<file path="config.mk">
export PLATFORM = sky130hd
export DESIGN_NAME = uart_tx_arb
export DESIGN_NICKNAME = d
export VERILOG_FILES = /design/src/rtl/uart_tx_arb.sv
export SDC_FILE = /design/constraint.sdc
export NUM_CORES = 1
export LEC_CHECK = 0
export ABC_CLOCK_PERIOD_IN_PS = 1930
export CAP_MARGIN = 20
export CORE_MARGIN = 4
export CORE_UTILIZATION = 40
export CTS_BUF_LIST = sky130_fd_sc_hd__clkbuf_8
export DETAILED_ROUTE_END_ITERATION = 16
export PLACE_DENSITY = 0.79
export SLEW_MARGIN = 10
export SYNTH_ARGS = -nofsm -noshare
export SYNTH_HDL_FRONTEND = slang
export SYNTH_SLANG_ARGS = --single-unit
</file>
<file path="constraint.sdc">
create_clock -name clk -period 1.93 [get_ports clk]
set_input_delay 0.4825 -clock clk [delete_from_list [all_inputs] [get_ports clk]]
set_output_delay 0.4825 -clock clk [all_outputs]
set_load 0.01 [all_outputs]
</file>
<file path="src/rtl/uart_tx_arb.sv">
// Two-requester round-robin arbiter feeding a single UART transmitter.
// Define UART_ARB_LOCK_EN to let a requester keep the channel across consecutive bytes.
module uart_tx_arb #(
   parameter int DATA_W = 8
) (
   input  logic              clk,
   input  logic              rst_n,
   input  logic              req0,
   input  logic [DATA_W-1:0] data0,
   input  logic              lock0,
   output logic              ack0,
   input  logic              req1,
   input  logic [DATA_W-1:0] data1,
   input  logic              lock1,
   output logic              ack1,
   output logic              trmt,
   output logic [DATA_W-1:0] tx_data,
   input  logic              tx_done,
   output logic              gnt_id,
   output logic              busy
);

   typedef enum logic [1:0] {IDLE, LAUNCH, WAIT} state_t;

   state_t state;
   logic   any_req;
   logic   win;

`ifdef UART_ARB_LOCK_EN
   logic lock_held;
   logic owner_lock;

   assign owner_lock = gnt_id ? lock1 : lock0;
`else
   logic unused_lock;

   assign unused_lock = lock0 ^ lock1;
`endif

   // Round-robin: on contention the requester that did not win last time goes next.
   always_comb begin
      any_req = req0 | req1;
      win     = (req0 && req1) ? ~gnt_id : req1;
`ifdef UART_ARB_LOCK_EN
      if (lock_held && owner_lock) begin
         any_req = gnt_id ? req1 : req0;
         win     = gnt_id;
      end
`endif
   end

   always_ff @(posedge clk or negedge rst_n) begin
      if (!rst_n) begin
         state   <= IDLE;
         trmt    <= 1'b0;
         ack0    <= 1'b0;
         ack1    <= 1'b0;
         busy    <= 1'b0;
         tx_data <= '0;
         gnt_id  <= 1'b1;
`ifdef UART_ARB_LOCK_EN
         lock_held <= 1'b0;
`endif
      end else begin
         trmt <= 1'b0;
         ack0 <= 1'b0;
         ack1 <= 1'b0;
         case (state)
            IDLE: begin
               if (any_req) begin
                  state   <= LAUNCH;
                  busy    <= 1'b1;
                  trmt    <= 1'b1;
                  ack0    <= ~win;
                  ack1    <= win;
                  gnt_id  <= win;
                  tx_data <= win ? data1 : data0;
`ifdef UART_ARB_LOCK_EN
                  lock_held <= win ? lock1 : lock0;
`endif
               end
`ifdef UART_ARB_LOCK_EN
               else if (!owner_lock) begin
                  lock_held <= 1'b0;
               end
`endif
            end
            LAUNCH: state <= WAIT;
            // tx_done was cleared by our trmt, so any high level here ends the frame.
            WAIT: begin
               if (tx_done) begin
                  state <= IDLE;
                  busy  <= 1'b0;
               end
            end
            default: begin
               state <= IDLE;
               busy  <= 1'b0;
            end
         endcase
      end
   end

endmodule

</file>
==> Flow_metrics.wiki, run 1 <==
{| class="wikitable"
! Metric !! Value
|-
| Port Buffers || 33
|-
| Worst slew slack as a fraction of its limit || between 50% and 60%
|-
| Combined buffer and inverter count along the critical path || 1
|-
| Final WS setup || between 0.1 and 0.15 ns
|-
| Cell at the root of the clock tree || sky130_fd_sc_hd__clkbuf_8
|-
| Endpoint of the worst hold path || busy$_DFFE_PN0P_
|-
| Wire length per cell || 12.6 um
|-
| Yosys top cell area share || 48.9%
|-
| Final number of max-transition violations || 0
|-
| Pin count of the biggest net entering global routing || 16
|-
| Die boundary width || 50.3 um
|-
| Overflow left after global routing || 0
|-
| Vias || just over 500
|-
| Sw Share || between 20% and 30%
|-
| Minimum setup slack after placement || -0.123 ns
|-
| Final setup skew || roughly 0.0012 ns
|-
| Maximum fanout encountered on the critical timing path || 4
|-
| Maximum clock insertion buffer count || 2
|-
| Reg2Reg Launch Point || state[0]$_DFFE_PN0P_
|-
| Synthesized flop and latch total || 15
|-
| Initial Utilization || 42.0%
|-
| Standard-cell row count || 15
|-
| FF-to-FF setup slack || around 0.24 ns
|-
| Yosys top cell by area || sky130_fd_sc_hd__dfrtp_1
|-
| Gate count of the mapped netlist || between 40 and 50
|-
| Cell depth of the worst flop-to-flop path || 3
|-
| CP top delay family || flip-flops
|-
| Crit path cell chain || clkdlybuf4s50_1
|-
| Floorplan core area || about 1700 um^2
|-
| Final routed wirelength across all metal layers || 1390 um
|-
| Die outline height || 50.3 um
|-
| Achievable frequency || between 500 and 600 MHz
|-
| Maximum vdd ir drop || 728 uV
|-
| Layout cell share with drive strength beyond 1 || 31.8%
|-
| Switching power of the nets || between 0.0004 and 0.0005 W
|-
| Destination of the worst register-to-register timing path || tx_data[6]$_DFFE_PN0P_
|-
| Count of nets after finishing || approximately 110
|-
| Deepest level of the CTS H-tree || 1
|-
| Initial DRC Count || 1
|-
| Hold/Removal Path Class || flip-flop to flip-flop
|-
| Clock period minus final worst setup slack || ~1.8 ns
|-
| Portion of the post-synthesis area used by sequential elements || a little over half
|-
| Finish-stage setup viols || 0
|-
| Reg clk slew, reported paths || ~0.060 ns
|-
| Half-perimeter wire length after detailed placement || between 1000 and 1500 um
|-
| Run status || complete, no violations
|-
| Required time of the critical path || 1.45 ns
|-
| Post-DRT Antenna Nets || 0
|-
| CTS tree || done
|-
| Worst-margin pin slew || roughly 0.61 ns
|-
| Synthesized area || around 700 um^2
|-
| Total of hold buffers inserted after clock tree synthesis || 0
|-
| Final GP Congestion || roughly 0.74
|-
| Clock sink count || 15
|-
| Startpoint Class || flip-flop
|-
| Critical Path Sink Type || primary output
|-
| Fraction of power consumed by the clock network || ~15%
|-
| Tot Pwr || about 0.0016 W
|-
| Initial antenna violation count || 0
|-
| Cells taking the most area after synthesis || sky130_fd_sc_hd__dfrtp_1 49%, sky130_fd_sc_hd__mux2_4 34%, sky130_fd_sc_hd__dfstp_2 3.7%
|-
| PwrDens || ~1400 nW/um^2
|-
| CTS buffer count || 3
|-
| Final worst path period share || between 90% and 100%
|-
| Hold path startpoint || busy$_DFFE_PN0P_
|-
| Count of distinct cell types in the synthesized netlist || 16
|-
| Worst path slowest cell || sky130_fd_sc_hd__dfstp_2
|-
| Die Footprint || ~2500 um^2
|-
| Hold violation total from the final report || 0
|-
| Clk Latency, worst-skew pair || approximately 0.24 ns
|-
| I/O pin total || 36
|-
| N_diodes || 0
|-
| Total global-route track usage || approximately an eighth
|-
| Growth of design area from synthesis to finish || 59.5%
|-
| Max-capacitance violation count || 0
|-
| Internal portion of total power || approximately 0.0011 W
|-
| Unrepaired setup endpoints after global routing || no
|-
| Count of warnings emitted by yosys || 0
|-
| Global-route wire length before repair || between 2000 and 2500 um
|-
| CP arrival || around 1.3 ns
|-
| Cell leakage power || between 0.5 and 0.6 nW
|-
| Setup bufs post-CTS || 0
|-
| Vias in the first global route || ~540
|-
| Core Util, Final || between 60% and 70%
|-
| DRC violation count after routing || 0
|-
| Crit-path max cell delay || approximately 0.56 ns
|-
| CP Class || flip-flop to primary output
|-
| Fraction of power consumed by sequential logic || 35.6%
|-
| First drt pass iteration count || 2
|-
| Worst Hold Depth || 1
|-
| Post-synthesis net count || 68
|-
| Comb power frac || between 40% and 50%
|-
| Cts repair resizes || 0
|-
| Most common cell after layout, fill and taps aside || sky130_fd_sc_hd__clkdlybuf4s50_1
|-
| Commonest non-fill, non-tap cells in the layout || 33 x sky130_fd_sc_hd__clkdlybuf4s50_1, 16 x sky130_fd_sc_hd__mux2_4, 14 x sky130_fd_sc_hd__dfrtp_1, 5 x sky130_fd_sc_hd__buf_4, 3 x sky130_fd_sc_hd__clkbuf_8
|-
| Fill cell instance count of the final layout || around 120
|-
| Average size of a mapped cell || 15.9 um^2
|-
| Post-DR vias/cell || roughly 4.7
|}
-- layout make-up --
type	instances	area, um^2	area share [%]
Timing Repair Buffer	38	368	32.2
Tap cell	25	31.3	2.74
Sequential cell	15	377	32.9
Clock inverter	1	5.00	0.438
Clock buffer	3	41.3	3.61
Multi-Input combinational cell	28	322	28.1
-- cells by family after synthesis --
kind of cell	after synthesis	synth area share (%)
flops	15	52.5
buf+inv	2	2.62
simple gates	4	3.14
compound gates	7	6.81
mux	17	34.9
-- cell usage after synthesis --
cell type                  number
sky130_fd_sc_hd__a21bo_1        1
sky130_fd_sc_hd__a21o_1         1
sky130_fd_sc_hd__a21oi_1        1
sky130_fd_sc_hd__a31oi_1        1
sky130_fd_sc_hd__and2_2         1
sky130_fd_sc_hd__buf_4          1
sky130_fd_sc_hd__buf_6          1
sky130_fd_sc_hd__dfrtp_1       14
sky130_fd_sc_hd__dfstp_2        1
sky130_fd_sc_hd__mux2_4        16
sky130_fd_sc_hd__mux2i_1        1
sky130_fd_sc_hd__nand2b_1       1
sky130_fd_sc_hd__nor2_1         1
sky130_fd_sc_hd__nor3_1         1
sky130_fd_sc_hd__o21a_1         2
sky130_fd_sc_hd__o21ai_0        1
-- routing by layer --
| layer | part of all wire [%] | vias to the layer above | routed length (um) | global-route usage, % |
|---|---|---|---|---|
| li1 | - | 239 | - | - |
| met1 | 42 | 248 | 583 | 12.7 |
| met2 | 49 | 24 | 681 | 22.2 |
| met3 | 5.8 | 4 | 81 | 1.19 |
| met4 | 3.0 | 0 | 42 | 9.42 |
| met5 | 0 | - | 0 | 0 |
-- flip-flops by register name (all words and copies together), names as in the netlist --
name	cells
tx_data	8
ack1	1
state	2
gnt_id	1
trmt	1
busy	1
ack0	1
-- how the worst max path moves through the flow --
stage | start | cells after the start | endpoint | slack [ns]
floorplan | gnt_id$_DFFE_PN1P_ | 4 | tx_data[3]$_DFFE_PN0P_ | 0.44
global placement | req1 | 5 | tx_data[7]$_DFFE_PN0P_ | -0.12
detailed placement | req1 | 5 | tx_data[6]$_DFFE_PN0P_ | -0.12
CTS | gnt_id$_DFFE_PN1P_ | 1 | gnt_id | 0.10
global route | gnt_id$_DFFE_PN1P_ | 1 | gnt_id | 0.08
finish | gnt_id$_DFFE_PN1P_ | 1 | gnt_id | 0.11
-- through the flow --
stage	area [um^2]	cells	setup TNS, ns	hold slack, ns
4_1_cts	1140	110	0	0.484
3_3_place_gp	1100	106	-0.859	0.460
5_1_grt	1140	110	0	0.516
2_1_floorplan	717	45	0	0.187
6_report	1140	110	0	0.477
3_5_place_dp	1100	106	-0.834	0.471
-- power groups by stage --
| stage | Sequential, W | Combinational, W | Clock (W) |
|---|---|---|---|
| after global placement | 0.000570 | 0.000776 | 0 |
| after CTS | 0.000573 | 0.000794 | 0.000257 |
| after floorplan | 0.000627 | 0.000377 | 0 |
| after detailed placement | 0.000574 | 0.000794 | 0 |
| final | 0.000570 | 0.000785 | 0.000246 |
| after global routing | 0.000595 | 0.000833 | 0.000268 |
No activity file was read; power rests on OpenSTA's default activity.
==> inputs of run 2 (changes only) <==
- PLACE_DENSITY: 0.79 -> default
- PLACE_DENSITY_LB_ADDON: default -> 0.2
==> run 2 against run 1 <==
Worst hold slack improved by 0.0056 ns; clock power about the same; flip-flop and latch count unchanged; sequential share of layout area increased by 0.25 points; first-iteration DRC count unchanged; clock-buffer cell count unchanged; setup slack got worse by 0.055 ns; via count decreased by 1.9%; wire length increased by 5.0%; critical path depth increased by 3.
==> Flow_metrics.wiki, run 2 (synthesis gave the netlist of run 1 again) <==
{| class="wikitable"
! Metric !! Value
|-
| Clock period minus final worst setup slack || around 1.9 ns
|-
| Clk Latency, worst-skew pair || around 0.24 ns
|-
| Overflow left after global routing || 0
|-
| Sw Share || approximately 30%
|-
| Global-route wire length before repair || ~2400 um
|-
| Worst-margin pin slew || 0.593 ns
|-
| Reg clk slew, reported paths || around 0.060 ns
|-
| PwrDens || approximately 1400 nW/um^2
|-
| Port Buffers || 33
|-
| Growth of design area from synthesis to finish || 58.3%
|-
| Worst slew slack as a fraction of its limit || between 60 and 70%
|-
| CTS buffer count || 3
|-
| Final setup skew || 0.00287 ns
|-
| Floorplan core area || about 1700 um^2
|-
| Comb power frac || 49.1%
|-
| Cts repair resizes || 0
|-
| Total global-route track usage || approximately an eighth
|-
| Clock sink count || 15
|-
| Fraction of power consumed by sequential logic || 35.7%
|-
| Final routed wirelength across all metal layers || roughly 1500 um
|-
| Core Util, Final || between 60% and 70%
|-
| Post-DR vias/cell || 4.63
|-
| Most common cell after layout, fill and taps aside || sky130_fd_sc_hd__clkdlybuf4s50_1
|-
| Required time of the critical path || a little over 2 ns
|-
| Maximum clock insertion buffer count || 2
|-
| Wire length per cell || between 10 and 15 um
|-
| Deepest level of the CTS H-tree || 1
|-
| Post-DRT Antenna Nets || 0
|-
| Instance count after placement with tap cells included || approximately 110
|-
| DRC violation count after routing || 0
|-
| Pin count of the biggest net entering global routing || 12
|-
| Fill cell instance count of the final layout || 137
|-
| Largest register FFs || 8
|-
| Top flop regs || tx_data (8), state (2)
|-
| Setup_tns || 0 ns
|-
| N_diodes || 0
|-
| Post-place instance area || roughly 1100 um^2
|-
| Maximum vdd ir drop || ~1100 uV
|-
| Number of non-filler instances in the completed layout || 109
|-
| Final number of max-transition violations || 0
|-
| Achievable frequency || ~530 MHz
|-
| Tot Pwr || around 0.0016 W
|-
| Initial DRC Count || 1
|-
| Hold/Removal Path Class || flip-flop to flip-flop
|-
| Hold violation total from the final report || 0
|-
| Startpoint Class || primary input
|-
| CP Class || primary input to flip-flop
|-
| Fraction of power consumed by the clock network || between 15 and 20%
|-
| Maximum fanout encountered on the critical timing path || 9
|-
| Layout cell share with drive strength beyond 1 || between 20% and 30%
|-
| Cell at the root of the clock tree || sky130_fd_sc_hd__clkbuf_8
|-
| Final worst path period share || around 97%
|-
| Max-capacitance violation count || 0
|-
| Commonest non-fill, non-tap cells in the layout || 33 x sky130_fd_sc_hd__clkdlybuf4s50_1, 16 x sky130_fd_sc_hd__mux2_4, 14 x sky130_fd_sc_hd__dfrtp_1, 4 x sky130_fd_sc_hd__buf_4, 3 x sky130_fd_sc_hd__clkbuf_8
|-
| Count of nets after finishing || about 110
|-
| Vias in the first global route || between 500 and 600
|-
| Total of hold buffers inserted after clock tree synthesis || 0
|-
| Die Footprint || 2530 um^2
|-
| Critical Path Sink Type || flip-flop
|-
| Die boundary width || 50.3 um
|-
| Unrepaired setup endpoints after global routing || no
|-
| Half-perimeter wire length after detailed placement || about 1100 um
|-
| CP arrival || 2.00 ns
|-
| Vias || just over 500
|-
| I/O pin total || 36
|-
| Initial antenna violation count || 0
|-
| Cell leakage power || slightly above 0.5 nW
|-
| Internal portion of total power || roughly 0.0011 W
|-
| Initial Utilization || 42.0%
|-
| Summed area of non-filler cells in the final layout || 1130 um^2
|-
| Standard-cell row count || 15
|-
| Final GP Congestion || between 0.7 and 0.8
|-
| CTS tree || done
|-
| Finish-stage setup viols || 0
|-
| Setup bufs post-CTS || 0
|-
| Switching power of the nets || approximately 0.00047 W
|-
| Run status || complete, no violations
|-
| Die outline height || 50.3 um
|-
| First drt pass iteration count || 2
|-
| Register with the most flip-flops || tx_data
|}
==> run 2: cell count changes in the layout (fill, tap and decap cells not counted), sizes merged <==
cell	previous run	this run
buf	5	4
clkinv	1	0
inv	0	1
==> run 2: critical path, cell delays in order <==
cell                              delay, ns
sky130_fd_sc_hd__clkdlybuf4s50_1       0.41
sky130_fd_sc_hd__a21bo_1               0.50
sky130_fd_sc_hd__mux2_4                0.35
sky130_fd_sc_hd__mux2_4                0.25
==> run 2: worst paths after layout <==
check                      cells after the start                endpoint               start  slack [ns]
setup / recovery                               4  tx_data[6]$_DFFE_PN0P_                req1        0.06
max in group asynchronous                      2  tx_data[6]$_DFFE_PN0P_               rst_n        0.99
hold / removal                                 1        busy$_DFFE_PN0P_    busy$_DFFE_PN0P_        0.48
setup reg to reg                               3  tx_data[6]$_DFFE_PN0P_  gnt_id$_DFFE_PN1P_        0.21
min in group asynchronous                      1  tx_data[3]$_DFFE_PN0P_               rst_n        0.51
hold reg to reg                                1        busy$_DFFE_PN0P_    busy$_DFFE_PN0P_        0.48
==> run 2: metrics by stage <==
| stage | setup WS [ns] | hold slack [ns] |
|---|---|---|
| after floorplan | 0.442 | 0.187 |
| after global placement | -0.202 | 0.461 |
| after detailed placement | -0.207 | 0.476 |
| after CTS | 0.0470 | 0.489 |
| after global routing | 0.0179 | 0.518 |
| final | 0.0569 | 0.483 |
==> run 2: area by class of cell <==
type	instances	area (um^2)	share of cell area, %
clock inverters	1	3.75	0.331
well taps	25	31.3	2.76
flip-flops and latches	15	377	33.2
multi-input cells	28	322	28.3
clock buffers	3	41.3	3.64
repair buffers	37	360	31.8
==> run 2: power by group through the flow <==
stage               registers [W]  logic, W  clock network (W)
finish                   0.000570  0.000784           0.000243
global route             0.000594  0.000833           0.000258
floorplan                0.000627  0.000377                  0
CTS                      0.000572  0.000795           0.000245
detailed placement       0.000572  0.000791                  0
global placement         0.000570  0.000782                  0
==> run 2: metal layers <==
layer	GRT usage [%]	vias up	part of all wire [%]
met5	0	-	0
met2	21.3	20	47
met3	2.37	4	7.1
met1	15.1	242	43
li1	-	239	-
met4	6.73	0	2.1
